--- config.mk ---
export PLATFORM = sky130hd
export DESIGN_NAME = dram_block_arbiter
export DESIGN_NICKNAME = d
export VERILOG_FILES = /design/src/rtl/dram_block_arbiter.sv
export SDC_FILE = /design/constraint.sdc
export NUM_CORES = 1
export LEC_CHECK = 0
export CAP_MARGIN = 20
export CORE_AREA = 2 2 283 285
export DETAILED_ROUTE_END_ITERATION = 12
export DIE_AREA = 0 0 285 287
export DONT_BUFFER_PORTS = 1
export PLACE_DENSITY = 0.36
export SYNTH_ARGS = -nofsm -noshare
export SYNTH_HDL_FRONTEND = slang
export SYNTH_SLANG_ARGS = --single-unit
--- constraint.sdc ---
create_clock -name clk -period 2.61 [get_ports clk]
set_input_delay 0.1305 -clock clk [delete_from_list [all_inputs] [get_ports clk]]
set_output_delay 0.1305 -clock clk [all_outputs]
set_load 0.02 [all_outputs]
--- src/rtl/dram_block_arbiter.sv ---
// dram_block_arbiter
//   Arbitrates the shared block-wide DRAM between the I-cache (block reads
//   only) and the D-cache (block reads and write-backs). It accepts one whole
//   block transaction at a time, issues a single-cycle DRAM command, waits a
//   fixed latency, then returns the block with a one-cycle acknowledge.
//
// Ports
//   clk, rst          : clock, asynchronous active-low reset
//   i_req/i_addr      : I-cache block read request and block address
//   i_ack/i_rdata     : I-cache completion pulse and refill block
//   d_req/d_we/d_addr/d_wdata : D-cache request, write flag, address, data
//   d_ack/d_rdata     : D-cache completion pulse and refill block
//   mem_wren/mem_rden : DRAM write/read strobes (high only in the CMD cycle)
//   mem_addr/mem_wdata: DRAM block address and write data (held between
//                       transactions)
//   mem_rdata         : DRAM read data, valid MEM_LAT cycles after CMD
//   busy              : high whenever a transaction is in flight
module dram_block_arbiter #(
  parameter int ADDR_W  = 23,
  parameter int DATA_W  = 128,
  parameter int MEM_LAT = 1
) (
  input  logic              clk,
  input  logic              rst,
  input  logic              i_req,
  input  logic [ADDR_W-1:0] i_addr,
  output logic              i_ack,
  output logic [DATA_W-1:0] i_rdata,
  input  logic              d_req,
  input  logic              d_we,
  input  logic [ADDR_W-1:0] d_addr,
  input  logic [DATA_W-1:0] d_wdata,
  output logic              d_ack,
  output logic [DATA_W-1:0] d_rdata,
  output logic              mem_wren,
  output logic              mem_rden,
  output logic [ADDR_W-1:0] mem_addr,
  output logic [DATA_W-1:0] mem_wdata,
  input  logic [DATA_W-1:0] mem_rdata,
  output logic              busy
);

  localparam int CNT_W = $clog2(MEM_LAT) + 1;

  typedef enum logic [1:0] {IDLE, CMD, WAIT, RESP} state_t;

  state_t              state_q, state_d;
  // last_grant_q also identifies the owner of the transaction in flight,
  // since it is written with the winner on the way into CMD. 1 = D-cache.
  logic                last_grant_q, last_grant_d;
  logic                we_q, we_d;
  logic [CNT_W-1:0]    cnt_q, cnt_d;
  logic                i_ack_q, i_ack_d;
  logic                d_ack_q, d_ack_d;
  logic [DATA_W-1:0]   i_rdata_q, i_rdata_d;
  logic [DATA_W-1:0]   d_rdata_q, d_rdata_d;
  logic                mem_wren_q, mem_wren_d;
  logic                mem_rden_q, mem_rden_d;
  logic [ADDR_W-1:0]   mem_addr_q, mem_addr_d;
  logic [DATA_W-1:0]   mem_wdata_q, mem_wdata_d;
  logic                busy_q, busy_d;
  logic                pick_d;

  always_comb begin
    state_d      = state_q;
    last_grant_d = last_grant_q;
    we_d         = we_q;
    cnt_d        = cnt_q;
    i_ack_d      = 1'b0;
    d_ack_d      = 1'b0;
    i_rdata_d    = i_rdata_q;
    d_rdata_d    = d_rdata_q;
    mem_wren_d   = 1'b0;
    mem_rden_d   = 1'b0;
    mem_addr_d   = mem_addr_q;
    mem_wdata_d  = mem_wdata_q;
    // D wins when it is alone, or on a tie when I-cache had the last grant.
    pick_d       = d_req & (~i_req | ~last_grant_q);

    case (state_q)
      IDLE: begin
        if (i_req | d_req) begin
          last_grant_d = pick_d;
          we_d         = pick_d & d_we;
          mem_addr_d   = pick_d ? d_addr : i_addr;
          if (pick_d) begin
            mem_wdata_d = d_wdata;
          end
          // Strobes are registered, so they are raised here to be high
          // exactly during the CMD cycle.
          mem_wren_d   = pick_d & d_we;
          mem_rden_d   = ~(pick_d & d_we);
          state_d      = CMD;
        end
      end
      CMD: begin
        cnt_d   = CNT_W'(MEM_LAT - 1);
        state_d = WAIT;
      end
      WAIT: begin
        if (cnt_q != '0) begin
          cnt_d = cnt_q - CNT_W'(1);
        end else begin
          if (!we_q) begin
            if (last_grant_q) begin
              d_rdata_d = mem_rdata;
            end else begin
              i_rdata_d = mem_rdata;
            end
          end
          // Ack registered here so it is high during the RESP cycle.
          d_ack_d = last_grant_q;
          i_ack_d = ~last_grant_q;
          state_d = RESP;
        end
      end
      RESP: begin
        state_d = IDLE;
      end
      default: begin
        state_d = IDLE;
      end
    endcase

    busy_d = (state_d != IDLE);
  end

  always_ff @(posedge clk or negedge rst) begin
    if (!rst) begin
      state_q      <= IDLE;
      last_grant_q <= 1'b0;
      we_q         <= 1'b0;
      cnt_q        <= '0;
      i_ack_q      <= 1'b0;
      d_ack_q      <= 1'b0;
      i_rdata_q    <= '0;
      d_rdata_q    <= '0;
      mem_wren_q   <= 1'b0;
      mem_rden_q   <= 1'b0;
      mem_addr_q   <= '0;
      mem_wdata_q  <= '0;
      busy_q       <= 1'b0;
    end else begin
      state_q      <= state_d;
      last_grant_q <= last_grant_d;
      we_q         <= we_d;
      cnt_q        <= cnt_d;
      i_ack_q      <= i_ack_d;
      d_ack_q      <= d_ack_d;
      i_rdata_q    <= i_rdata_d;
      d_rdata_q    <= d_rdata_d;
      mem_wren_q   <= mem_wren_d;
      mem_rden_q   <= mem_rden_d;
      mem_addr_q   <= mem_addr_d;
      mem_wdata_q  <= mem_wdata_d;
      busy_q       <= busy_d;
    end
  end

  assign i_ack     = i_ack_q;
  assign d_ack     = d_ack_q;
  assign i_rdata   = i_rdata_q;
  assign d_rdata   = d_rdata_q;
  assign mem_wren  = mem_wren_q;
  assign mem_rden  = mem_rden_q;
  assign mem_addr  = mem_addr_q;
  assign mem_wdata = mem_wdata_q;
  assign busy      = busy_q;

endmodule

* After elaboration in Yosys (flattened, before gate mapping) *
Index checks and enable logic that the tools add are counted.

word-level totals
  register bits = 417
  input port bits = 307
  output and inout bits = 412
  logic and storage cells = 47

cells by class
  add/sub/neg operators = 1
  equal/unequal tests = 3
  mux-type cells = 14
  bitwise gates (word level) = 9
  reduce and logical (&&, ||, !) cells = 7

operators with widths
  cell                 number
  $mux 23              1
  $mux 1               9
  $pmux 2 s4           1
  $reduce_and 4->1     2
  $not 1->1            5
  $eq 2x2->1 const B   2
  $mux 2               2
  $reduce_bool 2->1    2
  $reduce_and 3->1     1
  $and 1x1->1          2
  $eq 2x1->1 const B   1
  $logic_not 2->1      1
  $or 1x1->1           2
  $pmux 1 s2           1
  $reduce_and 2->1     1
  $sub 1x1->1 const B  1

* Logic depth before layout (Yosys ltp) *
Gate-level depths: netlist (run 1).

  depth in word-level cells = 7
  mapped depth = 6
  gate-level depth less buffers = 5

* Worst setup path before layout (run 1) *
No wires, ideal clock.

  path kind = reg-to-reg
  start = register state_q[0]
  end = register i_rdata_q[62] (netlist: i_rdata[62])
  library setup time = 125 ps
  arrival time = 1592 ps
  required time = 2485 ps
  path slack = 893 ps
  stages on the path, launching flop included = 7
  path buffers = 2
  period minus slack after synthesis = 1717 ps
  cell sequence = dfrtp_1 inv_1 ha_1 nor3b_1 buf_2 buf_4 mux2_2

between the ends
  cells in the longest elaborated chain, start to end = 2

ends and longest elaborated chain
  element                            line  RTL
  start: declaration                 47    state_t state_q, state_d;
  start signal: assignment           144   state_q <= state_d;
  $eq 2x2->1                         80    case (state_q)
  $reduce_and 4->1 (no source line)  n/a
  end signal: assignment             150   i_rdata_q <= i_rdata_d;
  end: declaration                   55    logic [DATA_W-1:0] i_rdata_q, i_rdata_d;

No other way between the ends.
A chain may end at the register's enable or synchronous reset.

* Worst setup path in the final report (run 1) *
  start = register state_q[0]
  end = register mem_addr_q[19] (netlist: mem_addr[19])

between the ends
  cells in the longest elaborated chain, start to end = 2

ends and longest elaborated chain
  element                            line  RTL
  $logic_not 2->1                    80
  $reduce_and 2->1 (no source line)  n/a
  end signal: assignment             154   mem_addr_q <= mem_addr_d;
  end: declaration                   59    logic [ADDR_W-1:0] mem_addr_q, mem_addr_d;

No other way between the ends.

==> results of run 1 <==
[sequential cells by signal, indices dropped and copies added, names as in the netlist]
signal	count
state_q	2
mem_wdata	128
d_rdata	128
mem_rden	1
i_rdata	128
mem_addr	23
we_q	1
mem_wren	1
busy	1
last_grant_q	1
d_ack	1
i_ack	1
[metal layers]
layer  wire length (um)  track usage  vias up
met2              26100        0.213      407
met4               1990       0.0486        0
met3               4080       0.0398       94
met5                  0            0        -
li1                   -            -     4025
met1              16500        0.116     4765
[cell families after synthesis]
family          share of synthesized area
flops                               0.667
mux                                 0.277
simple gates                       0.0149
compound gates                     0.0185
buf+inv                            0.0207
fa+ha+maj                         0.00240
[Yosys cell counts]
library cell,instances,area [um^2]
dfrtp_1,416,10400
mux2_2,283,3190
mux2_1,101,1140
a21oi_1,48,240
buf_2,27,135
nand2_1,26,97.6
nor2_1,24,90.1
buf_6,11,124
clkbuf_1,8,30.0
buf_4,3,22.5
ha_1,3,37.5
inv_1,2,7.51
a21bo_2,1,10.0
a21boi_4,1,18.8
a21o_1,1,7.51
and2_1,1,6.26
and3_1,1,6.26
buf_1,1,3.75
nand3b_1,1,7.51
nor2b_1,1,6.26
nor3_1,1,5.00
nor3b_1,1,7.51
o21a_1,1,7.51
o21ai_1,1,5.00
or2_2,1,6.26
[cell type report]
class                   count  area [um^2]
clock inverters            12         81.3
multi-input cells         497         4900
clock buffers              69         1380
fillers                  8004        57200
inverters                   2         7.51
well taps                1050         1310
flip-flops and latches    416        10400
repair buffers            326         3320
[metrics by stage]
stage               hold WS (ps)  setup slack, ps  power, mW  area [um^2]  instances
floorplan                   -165              893       20.3        15600        965
global placement            -155              639       22.7        16900       1983
detailed placement          -153              595       22.9        16900       1984
CTS                         -785              145       30.1        21400       2372
global route                -778             6.12       31.2        21400       2372
finish                      -733              190       29.6        21400       2372
[power groups by stage]
stage | sequential [mW] | clock (mW) | combinational (mW)
2_1_floorplan | 15.5 | 0 | 4.80
3_3_place_gp | 17.2 | 0 | 5.50
3_5_place_dp | 17.1 | 0 | 5.75
4_1_cts | 17.1 | 6.59 | 6.48
5_1_grt | 17.3 | 6.87 | 7.04
6_report | 16.9 | 6.31 | 6.37
[worst reg2reg max path: cells and delay by family, from the launching register on]
| kind | cells | cell delay [ps] |
|---|---|---|
| buffers and inverters | 3 | 990 |
| AOI/OAI and AO/OA | 2 | 620 |
| DFF | 1 | 380 |
| adders and majority gates | 1 | 300 |
| and+or+nand+nor | 1 | 70 |
[worst max path at each step]
stage / to / cells past startpoint
floorplan: i_rdata[62] / 6
finish: mem_addr[19] / 7
global route: mem_addr[13] / 7
global placement: i_rdata[27] / 6
detailed placement: i_rdata[30] / 6
CTS: mem_addr[13] / 7
==> flow_metrics.py, run 1 <==
metrics = {
    "worst_setup_path": {
        "worstRegToRegCells": 7,
        "crit_path_cell_trace": "inv_1 > ha_1 > o21a_1 > buf_4 > nor2_1 > a21oi_1 > dlygate4sd3_1",
        "crit_family": "buffers and inverters",
        "cp-end-kind": "flip-flop",
        "r2r_end": "mem_addr[19]",
        "arrival_ps": 2910,
        "path_class": "flip-flop to flip-flop",
        "startpoint_type": "flip-flop",
        "slowest_delay_ps": 580,
        "r2r_setup_slack_ps": 190,
        "cp.required_ps": 3100,
        "cp_num_buf_inv": 3,
        "r2r_start": "state_q[0]",
        "slowest_stage": "dlygate4sd3_1",
        "cp-startpoint": "state_q[0]",
        "path_max_fanout": 13,
    },
    "yosys": {
        "synth.distinct_cells": 25,
        "netlist_area_um2": 15600,
        "synth_seq_cells": 416,
        "synth_nets": 1275,
        "ys_seq_area_frac": 0.667,
        "avgSynthCellArea_um2": 16.2,
        "ys_warn_count": 0,
        "synth_cells": 965,
    },
    "clock_network": {
        "root_buffer": "clkbuf_16",
        "htreeDepth": 2,
        "clk_latency_ps": 570,
        "cts-resized-gates": 0,
        "ctsHoldBuffers": 307,
        "numCtsBuffers": 47,
        "cts_setup_buffers": 0,
        "cts.clk_slew.worst_paths_ps": 60,
        "cts_tree": "built",
        "cts.path.max_buffers": 3,
        "cts_num_sinks": 416,
    },
    "floorplanning": {
        "dieHeight_um": 287,
        "die_area_um2": 81800,
        "die_w_um": 285,
        "ioPinCount": 719,
        "std_cell_rows": 103,
        "core_area_um2": 78600,
        "initial_utilization": 0.199,
    },
    "finish": {
        "antenna-diode-count": 0,
        "nets": 1600,
        "final_util": 0.272,
        "drive_above_1_share": 0.286,
        "area.growth.synth_to_final_pct": 37.1,
        "final_common_cell": "dfrtp_1",
        "layout_common_cells": "416 x dfrtp_1, 307 x dlygate4sd3_1, 283 x mux2_2",
    },
    "global_routing": {
        "grt_max_degree": 417,
        "grt_overflow": 0,
        "grt_pass1_wl_um": 71300,
        "track_usage": 0.114,
        "grt_antenna_before_repair": 0,
        "grt_pass1_vias": 10500,
    },
    "placement": {
        "post-dp-hpwl_um": 34800,
        "port_buffers": 0,
        "gp_congestion": 0.786,
    },
    "drt": {
        "vias": 9291,
        "wl_per_cell_um": 20.5,
        "firstDrtPassIters": 4,
        "drt_wl_total_um": 48700,
        "post_drt_via_cell_ratio": 3.92,
        "route.detailed.drc": 0,
        "drt_iter0_markers": 359,
        "ant_nets": 0,
    },
    "sta": {
        "finalHoldViolations": 416,
        "slew_violations": 0,
        "setup_violations": 0,
        "setup_tns_ps": 0,
        "worst_pin_slew_ps": 999,
        "hold-worst-slack_ps": -733,
        "relSlewSlack": 0.334,
        "fmax_mhz": 413,
        "fin_skew_ps": 19.7,
        "grt_setup_unrepaired": "false",
        "finalCritPeriodShare": 0.927,
        "post-route-min-period_ps": 2420,
    },
    "power": {
        "pwr-share-clk": 0.213,
        "vdd_drop_max_mv": 0.547,
        "p_leak_nw": 8.84,
        "seq_power_share": 0.571,
        "power.density_nw_per_um2": 1380,
        "power_switching_mw": 12.1,
        "combinationalPowerShare": 0.215,
        "p_int_mw": 17.5,
        "p_sw_frac": 0.409,
    },
    "run_status": {
        "status": "complete, but fails checks",
        "violations": "hold timing",
    },
    "worst_hold_path": {
        "min_path_type": "primary input to asynchronous set/reset pin",
    },
    "flow_run": {
        "drv_cap": 0,
    },
}
Note: power is estimated with default switching activity, not from simulation.
==> run 2, diff against run 1 <==
--- a/config.mk
+++ b/config.mk
@@ -11,6 +11,7 @@
 export DIE_AREA = 0 0 285 287
 export DONT_BUFFER_PORTS = 1
 export PLACE_DENSITY = 0.36
+export REMOVE_ABC_BUFFERS = 1
 export SYNTH_ARGS = -nofsm -noshare
 export SYNTH_HDL_FRONTEND = slang
 export SYNTH_SLANG_ARGS = --single-unit
==> flow_metrics.py, run 2 (same netlist as run 1, synthesis figures left out) <==
metrics = {
    "run_status": {
        "status": "complete, but fails checks",
        "violations": "hold timing",
    },
    "power": {
        "p_leak_nw": 8.99,
        "pwr-share-clk": 0.224,
        "seq_power_share": 0.559,
        "p_sw_frac": 0.402,
        "combinationalPowerShare": 0.217,
        "power.density_nw_per_um2": 1390,
        "vdd_drop_max_mv": 0.675,
        "power_switching_mw": 12.1,
        "finalPower_mw": 30.1,
        "p_int_mw": 18.0,
    },
    "global_routing": {
        "grt_util_met3": 0.0450,
        "grt_overflow": 0,
        "grt_pass1_wl_um": 69000,
        "busiest_layer": "met2",
        "grt_max_degree": 417,
        "grt_antenna_before_repair": 0,
        "grtUsageMet2": 0.208,
        "track_usage": 0.109,
        "grt_pass1_vias": 10600,
        "use_met1": 0.106,
    },
    "floorplanning": {
        "die_w_um": 285,
        "ioPinCount": 719,
        "die_area_um2": 81800,
        "initial_utilization": 0.199,
        "core_area_um2": 78600,
        "dieHeight_um": 287,
        "std_cell_rows": 103,
    },
    "worst_setup_path": {
        "arrival_ps": 2550,
        "path_class": "flip-flop to flip-flop",
        "r2r_end": "mem_addr[1]",
        "path_max_fanout": 23,
        "r2r_setup_slack_ps": 550,
        "worstRegToRegCells": 7,
        "cp.required_ps": 3100,
        "r2r_start": "state_q[0]",
        "cp-end-kind": "flip-flop",
        "cp-startpoint": "state_q[0]",
        "startpoint_type": "flip-flop",
    },
    "sta": {
        "finalCritPeriodShare": 0.788,
        "setup_violations": 0,
        "hold-worst-slack_ps": -739,
        "fmax_mhz": 486,
        "setup_tns_ps": 0,
        "worst_pin_slew_ps": 867,
        "slew_violations": 0,
        "post-route-min-period_ps": 2060,
        "grt_setup_unrepaired": "false",
        "fin_skew_ps": 12.0,
        "relSlewSlack": 0.422,
        "finalHoldViolations": 416,
    },
    "clock_network": {
        "cts.path.max_buffers": 3,
        "cts_setup_buffers": 0,
        "htreeDepth": 2,
        "cts_tree": "built",
        "cts.clk_slew.worst_paths_ps": 70,
        "clk_latency_ps": 570,
        "root_buffer": "clkbuf_16",
        "cts_num_sinks": 416,
        "numCtsBuffers": 49,
    },
    "drt": {
        "post_drt_via_cell_ratio": 3.92,
        "drt_iter0_markers": 291,
        "ant_nets": 0,
        "wl_per_cell_um": 19.6,
        "route.detailed.drc": 0,
        "vias": 9385,
        "firstDrtPassIters": 4,
        "drt_wl_total_um": 46900,
    },
    "finish": {
        "layout_common_cells": "416 x dfrtp_1, 308 x dlygate4sd3_1, 283 x mux2_2",
        "fin_cells": 2392,
        "area.growth.synth_to_final_pct": 39.0,
        "final_common_cell": "dfrtp_1",
        "final_util": 0.276,
        "fill_cells": 8032,
        "drive_above_1_share": 0.297,
        "nets": 1616,
        "antenna-diode-count": 0,
    },
    "worst_hold_path": {
        "min_path_type": "primary input to asynchronous set/reset pin",
    },
    "placement": {
        "port_buffers": 0,
        "place_inst": 1996,
        "gp_congestion": 0.755,
        "post-dp-hpwl_um": 33100,
    },
    "flow_run": {
        "drv_cap": 0,
    },
}
-- run 2: per-stage QoR --
step	setup WS, ps	cell area [um^2]
finish	553	21700
global route	424	21700
CTS	454	21700
detailed placement	555	17000
global placement	567	17000
floorplan	-8520	15300
-- run 2: critical path, stage by stage, from the launching register on --
cell	delay, ps
dfrtp_1	370
inv_1	110
ha_1	300
o21a_1	160
buf_4	260
nor2_1	70
a21oi_1	120
dlygate4sd3_1	590
-- run 2: area by class of cell --
class                      count  area, um^2  share of cell area
multi-input combinational    497        4900               0.226
timing repair buffer         340        3480               0.160
clock buffer                  74        1490              0.0688
inverter                       2        7.51            0.000346
tap                         1050        1310              0.0605
sequential                   416       10400               0.480
clock inverter                13         100             0.00461
-- run 2: worst max path at each step --
stage                   end  slack, ps  depth (start not counted)
2_1_floorplan    i_rdata[0]      -8520                          4
3_3_place_gp    i_rdata[70]        570                          6
3_5_place_dp   i_rdata[117]        560                          6
4_1_cts        mem_addr[11]        450                          6
5_1_grt         mem_addr[3]        420                          7
6_report        mem_addr[1]        550                          7
-- run 2: power groups by stage --
| stage | registers (mW) | clock network, mW | logic [mW] |
|---|---|---|---|
| 6_report | 16.8 | 6.74 | 6.52 |
| 4_1_cts | 16.9 | 7.05 | 6.58 |
| 2_1_floorplan | 15.5 | 0 | 4.52 |
| 5_1_grt | 17.2 | 7.32 | 7.17 |
| 3_3_place_gp | 17.1 | 0 | 5.62 |
| 3_5_place_dp | 17.0 | 0 | 5.85 |
-- run 2: repair_timing --
action / CTS / global route
hold endpoints to repair: 828 / 418
hold buffers: 306 / 2
gates resized for setup: 0 / 0
setup endpoints to repair: 0 / 0
-- run 2: layer usage --
layer	up-vias	share of wire
li1	4064	-
met1	4793	0.33
met2	451	0.54
met3	77	0.099
met4	0	0.028
met5	-	0
==> run 3, diff against run 2 <==
--- a/config.mk
+++ b/config.mk
@@ -5,12 +5,13 @@
 export SDC_FILE = /design/constraint.sdc
 export NUM_CORES = 1
 export LEC_CHECK = 0
+export ABC_AREA = 1
 export CAP_MARGIN = 20
-export CORE_AREA = 2 2 283 285
+export CORE_AREA = 2 2 282 284
 export DETAILED_ROUTE_END_ITERATION = 12
-export DIE_AREA = 0 0 285 287
+export DIE_AREA = 0 0 284 286
 export DONT_BUFFER_PORTS = 1
-export PLACE_DENSITY = 0.36
+export PLACE_DENSITY = 0.38
 export REMOVE_ABC_BUFFERS = 1
 export SYNTH_ARGS = -nofsm -noshare
 export SYNTH_HDL_FRONTEND = slang
==> constraint.sdc (replaced) <==
create_clock -name clk -period 1.7 [get_ports clk]
set_input_delay 0.085 -clock clk [delete_from_list [all_inputs] [get_ports clk]]
set_output_delay 0.085 -clock clk [all_outputs]
set_load 0.02 [all_outputs]
==> flow_metrics.py, run 3 <==
metrics = {
    "worst_setup_path": {
        "r2r_end": "mem_wdata[10]",
        "arrival_ps": 2040,
        "path_max_fanout": 12,
        "r2r_start": "state_q[0]",
        "path_class": "flip-flop to flip-flop",
        "crit_path_cell_trace": "inv_1 > buf_4 > ha_4 > nand3_4 > buf_12 > buf_4 > buf_4 > nand2_1 > o21ai_0",
        "crit_path_frequent_cell": "buf_4",
        "startpoint_type": "flip-flop",
        "worstRegToRegCells": 9,
        "slowest_delay_ps": 350,
        "cp-end-kind": "flip-flop",
        "slowest_stage": "dfrtp_1",
        "cp.required_ps": 2150,
        "r2r_setup_slack_ps": 110,
    },
    "run_status": {
        "status": "complete, but fails checks",
        "violations": "hold timing",
    },
    "drt": {
        "wl_met2_um": 26200,
        "ant_nets": 0,
        "top_layer": "met4",
        "wl_met1_um": 18200,
        "drt_iter0_markers": 704,
        "wl_met3_um": 5150,
        "drt_wl_total_um": 51300,
        "post_drt_via_cell_ratio": 3.96,
        "firstDrtPassIters": 5,
        "vias": 12300,
        "wl_per_cell_um": 16.5,
        "route.detailed.drc": 0,
    },
    "floorplanning": {
        "dieHeight_um": 286,
        "initial_utilization": 0.207,
        "ioPinCount": 719,
        "core_area_um2": 78400,
        "die_area_um2": 81200,
        "die_w_um": 284,
        "std_cell_rows": 103,
    },
    "clock_network": {
        "cts_tree": "built",
        "cts.path.max_buffers": 3,
        "cts_num_sinks": 416,
        "clk_latency_ps": 570,
        "htreeDepth": 2,
        "cts.clk_slew.worst_paths_ps": 60,
        "root_buffer": "clkbuf_16",
        "ctsHoldBuffers": 305,
        "numCtsBuffers": 48,
    },
    "global_routing": {
        "track_usage": 0.119,
        "grt_max_degree": 417,
        "grt_overflow": 0,
        "grt_antenna_before_repair": 0,
        "grt_pass1_vias": 13000,
        "grt_pass1_wl_um": 77100,
    },
    "yosys": {
        "synth-main-ff-cell": "dfrtp_1",
        "ys_async_sr_fraction": 1.00,
        "synth_compound_area_frac": 0.120,
        "synth_area_leaders": "dfrtp_1 64%, o21ai_0 11%, nand2_1 11%",
        "avgSynthCellArea_um2": 9.39,
        "synth_cells": 1728,
        "synthMuxAreaShare": 0,
        "synth_top_area_share": 0.642,
        "yosys.area_share.xor_xnor": 0,
        "synth_top_family_by_area": "simple AND/OR/NAND/NOR gates",
        "synth.distinct_cells": 18,
        "synth.largest_area_cell": "dfrtp_1",
        "synth_adder_area_share": 0.00231,
        "synth_edf_count": 0,
        "yosysMostFrequentCell": "nand2_1",
        "ys_seq_area_frac": 0.642,
        "synth_seq_cells": 416,
        "synthTopCellsByCount": "459 x nand2_1, 416 x dfrtp_1, 347 x o21ai_0",
        "netlist_area_um2": 16200,
        "ys_warn_count": 0,
        "synthSimpleGateAreaFrac": 0.124,
    },
    "sta": {
        "relSlewSlack": 0.273,
        "setup_tns_ps": 0,
        "fin_skew_ps": 10.0,
        "setup_violations": 0,
        "slew_violations": 0,
        "finalCritPeriodShare": 0.937,
        "hold-worst-slack_ps": -779,
        "finalHoldViolations": 416,
        "fmax_mhz": 628,
        "worst_pin_slew_ps": 1090,
        "post-route-min-period_ps": 1590,
    },
    "finish": {
        "antenna-diode-count": 0,
        "layout_common_cells": "459 x nand2_1, 416 x dfrtp_1, 344 x o21ai_0",
        "final_common_cell": "nand2_1",
        "area.growth.synth_to_final_pct": 36.9,
        "final_util": 0.283,
        "nets": 2343,
        "drive_above_1_share": 0.0652,
        "fill_cells": 8307,
    },
    "worst_hold_path": {
        "min_path_type": "primary input to asynchronous set/reset pin",
    },
    "power": {
        "p_leak_nw": 11.1,
        "vdd_drop_max_mv": 0.874,
        "power.density_nw_per_um2": 1980,
    },
    "placement": {
        "port_buffers": 0,
        "gp_congestion": 0.861,
        "post-dp-hpwl_um": 35100,
    },
    "flow_run": {
        "drv_cap": 0,
    },
}
-- run 3: worst max-delay path, delay by kind of cell, from the launching register on --
family                   cells  cell delay (ps)
AO/OA/AOI/OAI                1               80
adder cells (fa/ha/maj)      1              150
buffers and inverters        5              740
flip-flops                   1              350
AND/OR/NAND/NOR              2              130
-- run 3: through the flow --
stage | power [mW] | cells | worst slack (ps) | area (um^2)
floorplan | 28.7 | 1633 | -1340 | 15600
global placement | 32.8 | 2717 | 40.3 | 17300
detailed placement | 33.0 | 2717 | 65.3 | 17300
CTS | 44.4 | 3109 | 32.2 | 22000
global route | 47.1 | 3120 | -10.7 | 22200
finish | 44.0 | 3120 | 108 | 22200
-- run 3: area by class of cell --
cell class              count  area (um^2)  share of cell area
repair buffers            350         3650               0.164
multi-input cells         905         4050               0.182
inverters                 312         1170              0.0527
well taps                1050         1310              0.0591
clock inverters            22          229              0.0103
clock buffers              65         1390              0.0624
flip-flops and latches    416        10400               0.469
-- run 3: worst max-delay path by stage --
stage / from / to / cells past startpoint
2_1_floorplan: state_q[0] / d_rdata[0] / 6
3_3_place_gp: state_q[0] / i_rdata[32] / 8
3_5_place_dp: state_q[0] / i_rdata[31] / 8
4_1_cts: state_q[0] / mem_wdata[66] / 8
5_1_grt: state_q[0] / mem_wdata[27] / 9
6_report: state_q[0] / mem_wdata[10] / 9
-- run 3: kinds of logic after synthesis --
family | Yosys count
flops | 416
simple gates | 514
fa+ha+maj | 3
buf+inv | 407
compound gates | 388
-- run 3: power by group --
group	leakage (nW)	internal, mW	total (mW)	switching (mW)
Sequential	5.15	14.7	24.8	10.1
Combinational	5.20	3.71	8.66	4.94
Clock	0.800	6.31	10.5	4.21
-- run 3: timing repair --
item	CTS	global route
resized for setup	0	13
endpoints found under the setup margin	0	188
setup buffers	0	8
endpoints found under the hold margin	829	416
-- run 3: routing by layer --
metal / vias up / GRT usage
li1: 5908 / -
met1: 5759 / 0.126
met2: 582 / 0.212
met3: 100 / 0.0468
met4: 0 / 0.0486
met5: - / 0
